[src/rtl/uart_rx_fifo.sv]
// Receive buffer behind uart_rx: detects each completed frame on the rising edge
// of rx_idle, queues good bytes in a DEPTH-entry FIFO and tracks overflow and framing-error statistics.
module uart_rx_fifo #(
  parameter int WIDTH = 8,
  parameter int DEPTH = 16,
  localparam int CW = $clog2(DEPTH) + 1
) (
  input  logic             clk50m,
  input  logic             rst_n,
  input  logic [WIDTH-1:0] rx_data,
  input  logic             rx_idle,
  input  logic             rx_error,
  input  logic             rd_en,
  output logic [WIDTH-1:0] rd_data,
  output logic             rd_valid,
  output logic             empty,
  output logic             full,
  output logic [CW-1:0]    count,
  output logic             overflow,
  input  logic             ovf_clr,
  output logic [7:0]       err_cnt
);

  localparam int AW = $clog2(DEPTH);

  logic [WIDTH-1:0] mem_q [DEPTH];
  logic [AW-1:0]    wr_ptr_q, wr_ptr_d;
  logic [AW-1:0]    rd_ptr_q, rd_ptr_d;
  logic [CW-1:0]    count_q, count_d;
  logic [WIDTH-1:0] rd_data_q, rd_data_d;
  logic             rd_valid_q, rd_valid_d;
  logic             overflow_q, overflow_d;
  logic [7:0]       err_cnt_q, err_cnt_d;
  logic             idle_q, idle_d;
  logic             done, rd_ok, wr_ok, drop;

  assign empty    = (count_q == '0);
  assign full     = (count_q == CW'(DEPTH));
  assign count    = count_q;
  assign rd_data  = rd_data_q;
  assign rd_valid = rd_valid_q;
  assign overflow = overflow_q;
  assign err_cnt  = err_cnt_q;

  always_comb begin
    done  = rx_idle & ~idle_q;
    rd_ok = rd_en & ~empty;
    // A full FIFO still accepts a byte when a read frees a slot in the same cycle.
    wr_ok = done & ~rx_error & (~full | rd_ok);
    drop  = done & ~rx_error & full & ~rd_ok;

    idle_d     = rx_idle;
    wr_ptr_d   = wr_ptr_q;
    rd_ptr_d   = rd_ptr_q;
    count_d    = count_q;
    rd_data_d  = rd_data_q;
    rd_valid_d = rd_ok;
    overflow_d = overflow_q;
    err_cnt_d  = err_cnt_q;

    if (wr_ok) wr_ptr_d = wr_ptr_q + AW'(1);
    if (rd_ok) begin
      rd_ptr_d  = rd_ptr_q + AW'(1);
      rd_data_d = mem_q[rd_ptr_q];
    end

    case ({wr_ok, rd_ok})
      2'b10:   count_d = count_q + CW'(1);
      2'b01:   count_d = count_q - CW'(1);
      default: count_d = count_q;
    endcase

    if (drop)         overflow_d = 1'b1;
    else if (ovf_clr) overflow_d = 1'b0;

    if (done && rx_error && err_cnt_q != 8'hFF) err_cnt_d = err_cnt_q + 8'd1;
  end

  always_ff @(posedge clk50m or negedge rst_n) begin
    if (!rst_n) begin
      idle_q     <= 1'b1;
      wr_ptr_q   <= '0;
      rd_ptr_q   <= '0;
      count_q    <= '0;
      rd_data_q  <= '0;
      rd_valid_q <= 1'b0;
      overflow_q <= 1'b0;
      err_cnt_q  <= '0;
    end else begin
      idle_q     <= idle_d;
      wr_ptr_q   <= wr_ptr_d;
      rd_ptr_q   <= rd_ptr_d;
      count_q    <= count_d;
      rd_data_q  <= rd_data_d;
      rd_valid_q <= rd_valid_d;
      overflow_q <= overflow_d;
      err_cnt_q  <= err_cnt_d;
    end
  end

  // Storage carries no reset; stale entries are unreachable once pointers clear.
  always_ff @(posedge clk50m) begin
    if (wr_ok) mem_q[wr_ptr_q] <= rx_data;
  end

endmodule

[config.mk]
export PLATFORM = sky130hd
export DESIGN_NAME = uart_rx_fifo
export DESIGN_NICKNAME = d
export VERILOG_FILES = /design/src/rtl/uart_rx_fifo.sv
export SDC_FILE = /design/constraint.sdc
export NUM_CORES = 1
export LEC_CHECK = 0
export BUFFER_PORTS_ARGS = -buffer_cell sky130_fd_sc_hd__buf_4
export CAP_MARGIN = 5
export CORE_UTILIZATION = 60
export DETAILED_ROUTE_END_ITERATION = 8
export GPL_TIMING_DRIVEN = 0
export PLACE_DENSITY = 0.76
export SLEW_MARGIN = 30
export SYNTH_ARGS = -nofsm -noshare
export SYNTH_HDL_FRONTEND = slang
export SYNTH_SLANG_ARGS = --single-unit
[constraint.sdc]
create_clock -name clk50m -period 3.7 [get_ports clk50m]
set_clock_uncertainty 0.15 [all_clocks]
set_input_delay 0.37 -clock clk50m [delete_from_list [all_inputs] [get_ports clk50m]]
set_output_delay 0.37 -clock clk50m [all_outputs]
set_load 0.005 [all_outputs]
==> results.sh, run 1 <==
export IMPL_grt_pass1_wl_mm=18.6
export IMPL_slew_headroom=0.406
export IMPL_numPortBuffers=38
export IMPL_rsz0062_at_grt="no"
export IMPL_reg2reg_from="count[0]"
export IMPL_synth_seq_area_share=0.720
export IMPL_stdcell_count=566
export IMPL_firstDrtPassIters=4
export IMPL_post_route_util=0.730
export IMPL_ys_top_cells_by_area="edfxtp_1, dfrtp_1, mux4_2, mux2i_1, xnor2_1"
export IMPL_cpMaxStageDelayCell="nor4_2"
export IMPL_fin_hold_ws_ns=0.0195
export IMPL_grt_total_usage=0.236
export IMPL_drt_iter0_drc=290
export IMPL_grt_remaining_overflow=0
export IMPL_setup_tns_ns=0
export IMPL_status="completed"
export IMPL_endpoint_kind="flip-flop"
export IMPL_h_tree_depth=4
export IMPL_wl_mm=12.0
export IMPL_worstSkewPairLatency_ns=0.52
export IMPL_layout_common_cells="edfxtp_1, buf_4, mux4_2"
export IMPL_post_cts_buffers=0
export IMPL_place_congestion=0.763
export IMPL_worst_path_max_fanout=9
export IMPL_io_pins=39
export IMPL_setup_violations=0
export IMPL_initial_utilization=0.622
export IMPL_clock_fmax_ghz=0.344
export IMPL_r2r_end="count[4]"
export IMPL_cts_resized=0
export IMPL_drive_gt1_frac=0.291
export IMPL_hold_buffers=10
export IMPL_ant_nets=0
export IMPL_cp_startpoint="count[0]"
export IMPL_grt_start_max_net_pins=33
export IMPL_worstSetupStartpointType="flip-flop"
export IMPL_nets=441
export IMPL_hold_viol=0
export IMPL_root_buffer="clkbuf_8"
export IMPL_synth_cell_type_count=43
export IMPL_path_delay_family="simple AND/OR/NAND/NOR gates"
export IMPL_fp_dieArea_um2=11200
export IMPL_fill_cells=632
export IMPL_hp_class="in2reg"
export IMPL_endpoint="count[4]"
export IMPL_die_y_um=106
export IMPL_path_cells="nor4_2 > nand2b_2 > nand2_2 > inv_4 > nand2_4 > inv_2 > ha_1 > nor2b_1 > o21a_1 > o21ai_0 > o41a_1 > o211ai_1"
export IMPL_crit_arrival_ns=3.15
export IMPL_worstSetupPathType="reg2reg"
export IMPL_yosys_area_top_type="edfxtp_1"
export IMPL_critPathMaxStageDelay_ns=0.53
export IMPL_clk_pin_slew_ns=0.07
export IMPL_reg2regPathDepth=12
export IMPL_period_needed_ns=2.91
export IMPL_viasPerCell=5.92
export IMPL_min_period_over_period=0.787
export IMPL_syn2layout_area_growth_pct=17.4
export IMPL_antenna_cells=0
export IMPL_clockBufferDepth=2
export IMPL_max_cap_violations=0
export IMPL_vias=3351
export IMPL_wl_per_cell_um=21.1
export IMPL_tightest_slew_ns=0.887
export IMPL_power_density_nw_per_um2=714
export IMPL_cts_tree="yes"
export IMPL_place_hpwl_mm=7.84
export IMPL_num_rows=37
export IMPL_yosysWarnings=0
export IMPL_numCtsBuffers=17
export IMPL_worst_r2r_setup_slack_ns=0.79
export IMPL_ys_seq_elements=160
export IMPL_cts_sinks=160
export IMPL_drc=0
export IMPL_syn_nets=374
export IMPL_die_w_um=106
export IMPL_core_area_um2=10400
export IMPL_antenna_found_initial=0
export IMPL_p_leak_nw=2.74
export IMPL_grt_pass1_vias=3362
export IMPL_syn_area_um2=6450
export IMPL_critPathBufInv=2
export IMPL_placed_cells=524
export IMPL_peakVddDrop_uv=356
export IMPL_worst_path_stages=12
export IMPL_maxSlewViolCount=0
export IMPL_cp_required_ns=3.94
export IMPL_synth_cells=350
export IMPL_synth_top_area_frac=0.596
export IMPL_avgSynthCellArea_um2=18.4
export IMPL_final_common_cell="edfxtp_1"
worst min-delay path by stage:
stage | end | cells after the start | start | slack [ns]
2_1_floorplan | count[0] | 0 | rst_n | -0.08
6_report | mem_q[4][5] | 1 | rx_data[5] | 0.02
3_3_place_gp | count[4] | 1 | rst_n | 0.18
4_1_cts | mem_q[6][5] | 1 | rx_data[5] | 0.0008
3_5_place_dp | count[4] | 1 | rst_n | 0.18
5_1_grt | mem_q[6][5] | 1 | rx_data[5] | 0.006
state kept, by name, indices dropped and copies added, names as in the netlist, 4 cells and up:
register	flops
rd_data	8
err_cnt	8
wr_ptr_q	4
mem_q	128
rd_ptr_q	4
count	5
final cells by class:
cell class                      instances  area, µm²  share of cell area
Sequential cell                       160       4650               0.614
Tap cell                              136        170              0.0225
Timing Repair Buffer                   48        385              0.0509
Multi-Input combinational cell        164       1710               0.226
Clock buffer                           18        418              0.0552
Clock inverter                         14        128              0.0169
Inverter                               11       43.8             0.00578
Buffer                                 15       72.6             0.00959
synth_stat cells, drive strengths merged:
| master | count |
|---|---|
| a21oi | 2 |
| nand2b | 4 |
| a2111oi | 1 |
| clkbuf | 4 |
| edfxtp | 128 |
| or3b | 1 |
| o221ai | 7 |
| nor3b | 1 |
| nor3 | 6 |
| fa | 1 |
| o21a | 2 |
| a21o | 1 |
| nand4 | 4 |
| o32ai | 1 |
| dfstp | 1 |
| nor4 | 1 |
| a311oi | 1 |
| nor2b | 2 |
| o211ai | 2 |
| dfrtp | 31 |
| o2111ai | 1 |
| mux2i | 16 |
| xnor2 | 13 |
| xor2 | 3 |
| mux4 | 32 |
| buf | 11 |
| ha | 9 |
| nand2 | 27 |
| nand3 | 4 |
| o21ai | 3 |
| inv | 11 |
| o311ai | 1 |
| nor2 | 15 |
| o41a | 1 |
| mux2 | 2 |
worst reg2reg max path: cells and delay by family, from the launching register on:
kind | cells | cell delay, ns
AND/OR/NAND/NOR | 5 | 1.03
AO/OA/AOI/OAI | 4 | 0.72
flip-flops | 1 | 0.44
adder cells (fa/ha/maj) | 1 | 0.32
buffers and inverters | 2 | 0.13
power breakdown:
group / switching [mW] / internal (mW) / leakage, nW
sequential: 0.134 / 2.12 / 1.54
combinational: 0.770 / 0.772 / 0.927
clock: 0.705 / 0.901 / 0.266
total: 1.61 / 3.80 / 2.74
metrics by stage:
| stage | total power, mW | worst slack [ns] | instance area (µm²) |
|---|---|---|---|
| final | 5.41 | 0.790 | 7570 |
| after detailed placement | 3.83 | 0.808 | 6930 |
| after global placement | 3.77 | 0.534 | 6910 |
| after CTS | 5.43 | 0.800 | 7570 |
| after floorplan | 3.33 | 1.15 | 6450 |
| after global routing | 5.64 | 0.583 | 7570 |
cell families (layout without fill, tap and decap cells):
family,Yosys count,count (layout),synth area share
buffers and inverters,26,106,0.0180
AND/OR/NAND/NOR,65,65,0.0487
adder cells (fa/ha/maj),10,10,0.0206
AO/OA/AOI/OAI,23,23,0.0295
multiplexers,50,50,0.141
XOR/XNOR,16,16,0.0217
flip-flops,160,160,0.720
per-layer routing:
layer	routed length, µm	track usage	vias up	share of wire
met3	712	0.0501	15	0.060
met4	159	0.0923	0	0.013
met1	5040	0.316	1714	0.42
met5	0	0	-	0
met2	6060	0.382	118	0.51
li1	-	-	1504	-
Note: power is estimated with default switching activity, not from simulation.
==> run 2: changes to the inputs <==
CORE_UTILIZATION = 54   (was 60)
PLACE_DENSITY = 0.72   (was 0.76)
clock period = 2.5 ns   (was 3.7 ns; I/O delays follow)
==> run 2 against run 1 <==
The run now ends with DRC left. Final cell count grew 3.2%. First-iteration DRC count rose by 4.1%. Sequential power increased by 47%. Total power increased by 52%. Register-to-register slack lost 0.74 ns. Cell area increased by 2.9%. Combinational power is 56% higher. Worst setup slack worse by 0.74 ns. Clock-buffer cell count unchanged. Via count grew 0.51%. Clock power is 56% higher. Largest power group unchanged. Sequential cell count stayed put.
==> results.sh, run 2 (synthesis gave the netlist of run 1 again) <==
export IMPL_worstSkewPairLatency_ns=0.42
export IMPL_viasPerCell=5.77
export IMPL_antenna_cells=0
export IMPL_violations="DRC"
export IMPL_endpoint_kind="flip-flop"
export IMPL_setup_tns_ns=0
export IMPL_p_leak_nw=2.80
export IMPL_hp_class="in2reg"
export IMPL_numCtsBuffers=17
export IMPL_maxSlewViolCount=0
export IMPL_post_route_util=0.676
export IMPL_r2r_end="count[4]"
export IMPL_antenna_found_initial=0
export IMPL_crit_arrival_ns=2.64
export IMPL_grt_pass1_wl_mm=19.1
export IMPL_vias=3368
export IMPL_status="complete, but fails checks"
export IMPL_wl_per_cell_um=21.1
export IMPL_reg2regPathDepth=11
export IMPL_stdcell_count=584
export IMPL_period_needed_ns=2.45
export IMPL_cts_sinks=160
export IMPL_min_period_over_period=0.982
export IMPL_firstDrtPassIters=7
export IMPL_root_buffer="clkbuf_16"
export IMPL_grt_start_max_net_pins=33
export IMPL_hold_viol=0
export IMPL_numPortBuffers=38
export IMPL_fin_hold_ws_ns=0.0202
export IMPL_setup_violations=0
export IMPL_clock_fmax_ghz=0.407
export IMPL_layout_common_cells="edfxtp_1, buf_4, mux4_2"
export IMPL_tightest_slew_ns=0.778
export IMPL_ant_nets=0
export IMPL_cts_tree="yes"
export IMPL_final_common_cell="edfxtp_1"
export IMPL_clk_pin_slew_ns=0.07
export IMPL_grt_remaining_overflow=0
export IMPL_power_density_nw_per_um2=1060
export IMPL_peakVddDrop_uv=568
export IMPL_worstSetupPathType="reg2reg"
export IMPL_clockBufferDepth=2
export IMPL_io_pins=39
export IMPL_worst_r2r_setup_slack_ns=0.05
export IMPL_largest_register_ffs=128
export IMPL_die_w_um=111
export IMPL_worst_path_max_fanout=9
export IMPL_drc=2
export IMPL_num_rows=39
export IMPL_h_tree_depth=4
export IMPL_cp_required_ns=2.69
export IMPL_min_from="rd_en"
export IMPL_worstSetupStartpointType="flip-flop"
export IMPL_holdPathEnd="rd_valid"
export IMPL_rsz0062_at_grt="yes"
export IMPL_wl_mm=12.3
export IMPL_drive_gt1_frac=0.340
export IMPL_nets=452
export IMPL_drt_iter0_drc=302
export IMPL_grt_pass1_vias=3362
export IMPL_hold_depth=3
export IMPL_grt_total_usage=0.217
export IMPL_regMostFlops="mem_q"
export IMPL_slew_headroom=0.482
export IMPL_p_total_mw=8.25
export IMPL_fp_dieArea_um2=12400
export IMPL_syn2layout_area_growth_pct=20.8
export IMPL_placed_cells=535
export IMPL_initial_utilization=0.560
export IMPL_die_y_um=111
export IMPL_max_cap_violations=0
export IMPL_place_congestion=0.756
export IMPL_place_hpwl_mm=8.10
export IMPL_core_area_um2=11500
export IMPL_reg2reg_from="count[2]"
-- run 2: changes by cell type in the layout (fill, tap and decap cells not counted), sizes merged --
cell         previous run  this run
buf                    49        58
clkinv                  5         2
clkinvlp                2         4
dlygate4sd3            10        12
inv                    17        18
-- run 2: final cells by class --
type	instances	area (µm²)
Fill cell	746	3730
Buffer	15	72.6
Multi-Input combinational cell	164	1800
Tap cell	143	179
Timing Repair Buffer	59	473
Clock inverter	14	149
Clock buffer	18	429
Inverter	11	46.3
Sequential cell	160	4650
-- run 2: per-layer routing --
layer,wire (µm),track usage
met4,250,0.106
met5,0,0
met3,683,0.0394
met2,5950,0.326
met1,5440,0.308
-- run 2: power breakdown --
part           internal, mW  leakage (nW)  switching (mW)
combinational          1.19         0.985            1.21
sequential             3.14          1.54           0.186
clock                  1.41         0.271            1.11
total                  5.74          2.80            2.50
-- run 2: worst max-delay path by stage --
| stage | endpoint | cells past startpoint | slack (ns) | start |
|---|---|---|---|---|
| after global placement | mem_q[0][6] | 6 | -0.65 | rx_error |
| after global routing | count[4] | 11 | -0.14 | count[2] |
| final | count[4] | 11 | 0.05 | count[2] |
| after detailed placement | mem_q[12][6] | 5 | -0.31 | idle_q |
| after CTS | mem_q[9][1] | 7 | -0.07 | count[0] |
| after floorplan | count[4] | 12 | 0.02 | count[0] |
-- run 2: through the flow --
step           setup WS (ns)  area [µm²]
2_1_floorplan         0.0185        6460
3_3_place_gp          -0.649        6920
3_5_place_dp          -0.308        6970
4_1_cts              -0.0721        7750
5_1_grt               -0.139        7790
6_report              0.0457        7790
-- run 2: worst max-delay path: stages (launching register included) --
cell and delay (ns):
dfrtp_1 0.41, nor4_4 0.32, nand2b_2 0.11, nand2_2 0.10, inv_4 0.07, nand2_4 0.08, inv_4 0.06, ha_4 0.22
nor2b_1 0.13, o21a_1 0.23, o41a_1 0.32, o211ai_1 0.18
-- run 2: repair_timing --
item	4_1_cts	5_1_grt
hold buffers	12	0
endpoints found under the setup margin	111	26
pin swaps	1	5
gates resized for setup	17	5
endpoints found under the hold margin	162	0
buffers inserted	3	2
==> run 3: changes to the inputs <==
CORE_ASPECT_RATIO = 2   (was unset)
==> run 3 against run 2 <==
The flow finishes with violations (setup timing). Largest power group unchanged. Utilization shrank 1.3 points. Total power grew 3.6%. Sequential power is essentially flat. Highest routed layer unchanged. Via count shrank 1.2%.
==> results.sh, run 3 (synthesis gave the netlist of run 1 again) <==
export IMPL_status="complete, but fails checks"
export IMPL_violations="setup timing"
export IMPL_placed_cell_area_um2=6950
export IMPL_worstSkewPairLatency_ns=0.42
export IMPL_place_congestion=0.767
export IMPL_fill_cells=771
export IMPL_endpoint_kind="flip-flop"
export IMPL_setup_violations=1
export IMPL_fp_dieArea_um2=12400
export IMPL_layout_setup_ws_ns=-0.0249
export IMPL_drc=0
export IMPL_multi_input_area_um2=1820
export IMPL_drt_iter0_drc=215
export IMPL_max_cap_violations=0
export IMPL_largest_register_ffs=128
export IMPL_setup_tns_ns=-0.0249
export IMPL_vias=3326
export IMPL_die_w_um=79.3
export IMPL_root_buffer="clkbuf_16"
export IMPL_grt_remaining_overflow=0
export IMPL_rsz0062_at_grt="yes"
export IMPL_firstDrtPassIters=4
export IMPL_die_y_um=157
export IMPL_crit_arrival_ns=2.71
export IMPL_cts_tree="yes"
export IMPL_wl_mm=13.2
export IMPL_hold_depth=1
export IMPL_clk_pin_slew_ns=0.07
export IMPL_regMostFlops="mem_q"
export IMPL_drive_gt1_frac=0.343
export IMPL_peakVddDrop_uv=646
export IMPL_worstSetupPathType="reg2reg"
export IMPL_num_rows=56
export IMPL_initial_utilization=0.551
export IMPL_numPortBuffers=38
export IMPL_grt_pass1_wl_mm=20.1
export IMPL_fin_area_um2=7760
export IMPL_core_area_um2=11700
export IMPL_hold_viol=0
export IMPL_clock_fmax_ghz=0.396
export IMPL_grt_pass1_vias=3597
export IMPL_worst_path_max_fanout=9
export IMPL_crit_top_cell="inv_4"
export IMPL_power_density_nw_per_um2=1100
export IMPL_place_hpwl_mm=8.89
export IMPL_tightest_slew_ns=0.759
export IMPL_worstSetupStartpointType="flip-flop"
export IMPL_cp_required_ns=2.69
export IMPL_numCtsBuffers=17
export IMPL_h_tree_depth=4
export IMPL_viasPerCell=5.79
export IMPL_maxSlewViolCount=0
export IMPL_reg2regPathDepth=11
export IMPL_hp_class="in2reg"
export IMPL_antenna_found_initial=0
export IMPL_min_period_over_period=1.01
export IMPL_nets=441
export IMPL_io_pins=39
export IMPL_layout_common_cells="edfxtp_1, buf_4, mux4_2"
export IMPL_path_cells="nor4_4 > nand2b_2 > nand2_2 > inv_4 > nand2_4 > inv_4 > ha_4 > nor2b_1 > o21a_2 > o41a_1 > o211ai_1"
export IMPL_wl_per_cell_um=22.9
export IMPL_p_leak_nw=2.77
export IMPL_ant_nets=0
export IMPL_antenna_cells=0
export IMPL_fin_hold_ws_ns=0.00111
export IMPL_critPathMaxStageDelay_ns=0.43
export IMPL_cpMaxStageDelayCell="dfrtp_2"
export IMPL_period_needed_ns=2.52
export IMPL_grt_total_usage=0.235
export IMPL_regArea_um2=4650
export IMPL_final_common_cell="edfxtp_1"
export IMPL_dp_slack_ns=-0.347
export IMPL_slew_headroom=0.494
export IMPL_clockBufferDepth=2
export IMPL_syn2layout_area_growth_pct=20.4
export IMPL_cts_sinks=160
export IMPL_grt_start_max_net_pins=33
run 3: report_power, final:
group	leakage, nW	switching [mW]	internal (mW)
clock network	0.290	1.03	1.66
registers	1.54	0.204	3.15
logic	0.935	1.30	1.20
run 3: final timing paths:
check / start / endpoint / slack, ns
setup / recovery: count[2] / count[4] / -0.02
hold reg to reg: err_cnt[7] / err_cnt[7] / 0.34
hold / removal: rx_data[0] / mem_q[0][0] / 0.001
max in group asynchronous: rst_n / idle_q / 1.71
min in group asynchronous: rst_n / count[3] / 0.16
setup reg to reg: count[2] / count[4] / -0.02
run 3: layout make-up:
class / count / share of cell area
Sequential cell: 160 / 0.599
Multi-Input combinational cell: 164 / 0.235
Clock buffer: 17 / 0.0548
Timing Repair Buffer: 48 / 0.0483
Clock inverter: 14 / 0.0245
Tap cell: 145 / 0.0234
Buffer: 15 / 0.00967
Inverter: 11 / 0.00596
run 3: through the flow:
step	total power, mW	util	std cells
4_1_cts	8.55	0.660	573
6_report	8.55	0.663	574
5_1_grt	8.92	0.663	574
2_1_floorplan	4.94	-	350
3_5_place_dp	5.76	0.594	533
3_3_place_gp	5.66	0.592	533
run 3: repair_timing:
item                                   CTS  global route
setup endpoints to repair              130            36
pin swaps                                1             4
endpoints found under the hold margin   55             0
gates resized for setup                 22            10
hold buffers                             6             0
setup buffers                            3             1
run 3: metal layers:
layer,up-vias,track usage,routed length (µm)
li1,1504,-,-
met1,1695,0.254,4800
met2,105,0.419,7470
met3,22,0.0536,453
met4,0,0.120,442
met5,-,0,0
run 3: worst max-delay path, delay by kind of cell, from the launching register on:
family,cells,cell delay (ns)
compound gates,3,0.77
fa+ha+maj,1,0.22
buf+inv,2,0.12
flops,1,0.43
simple gates,5,0.75
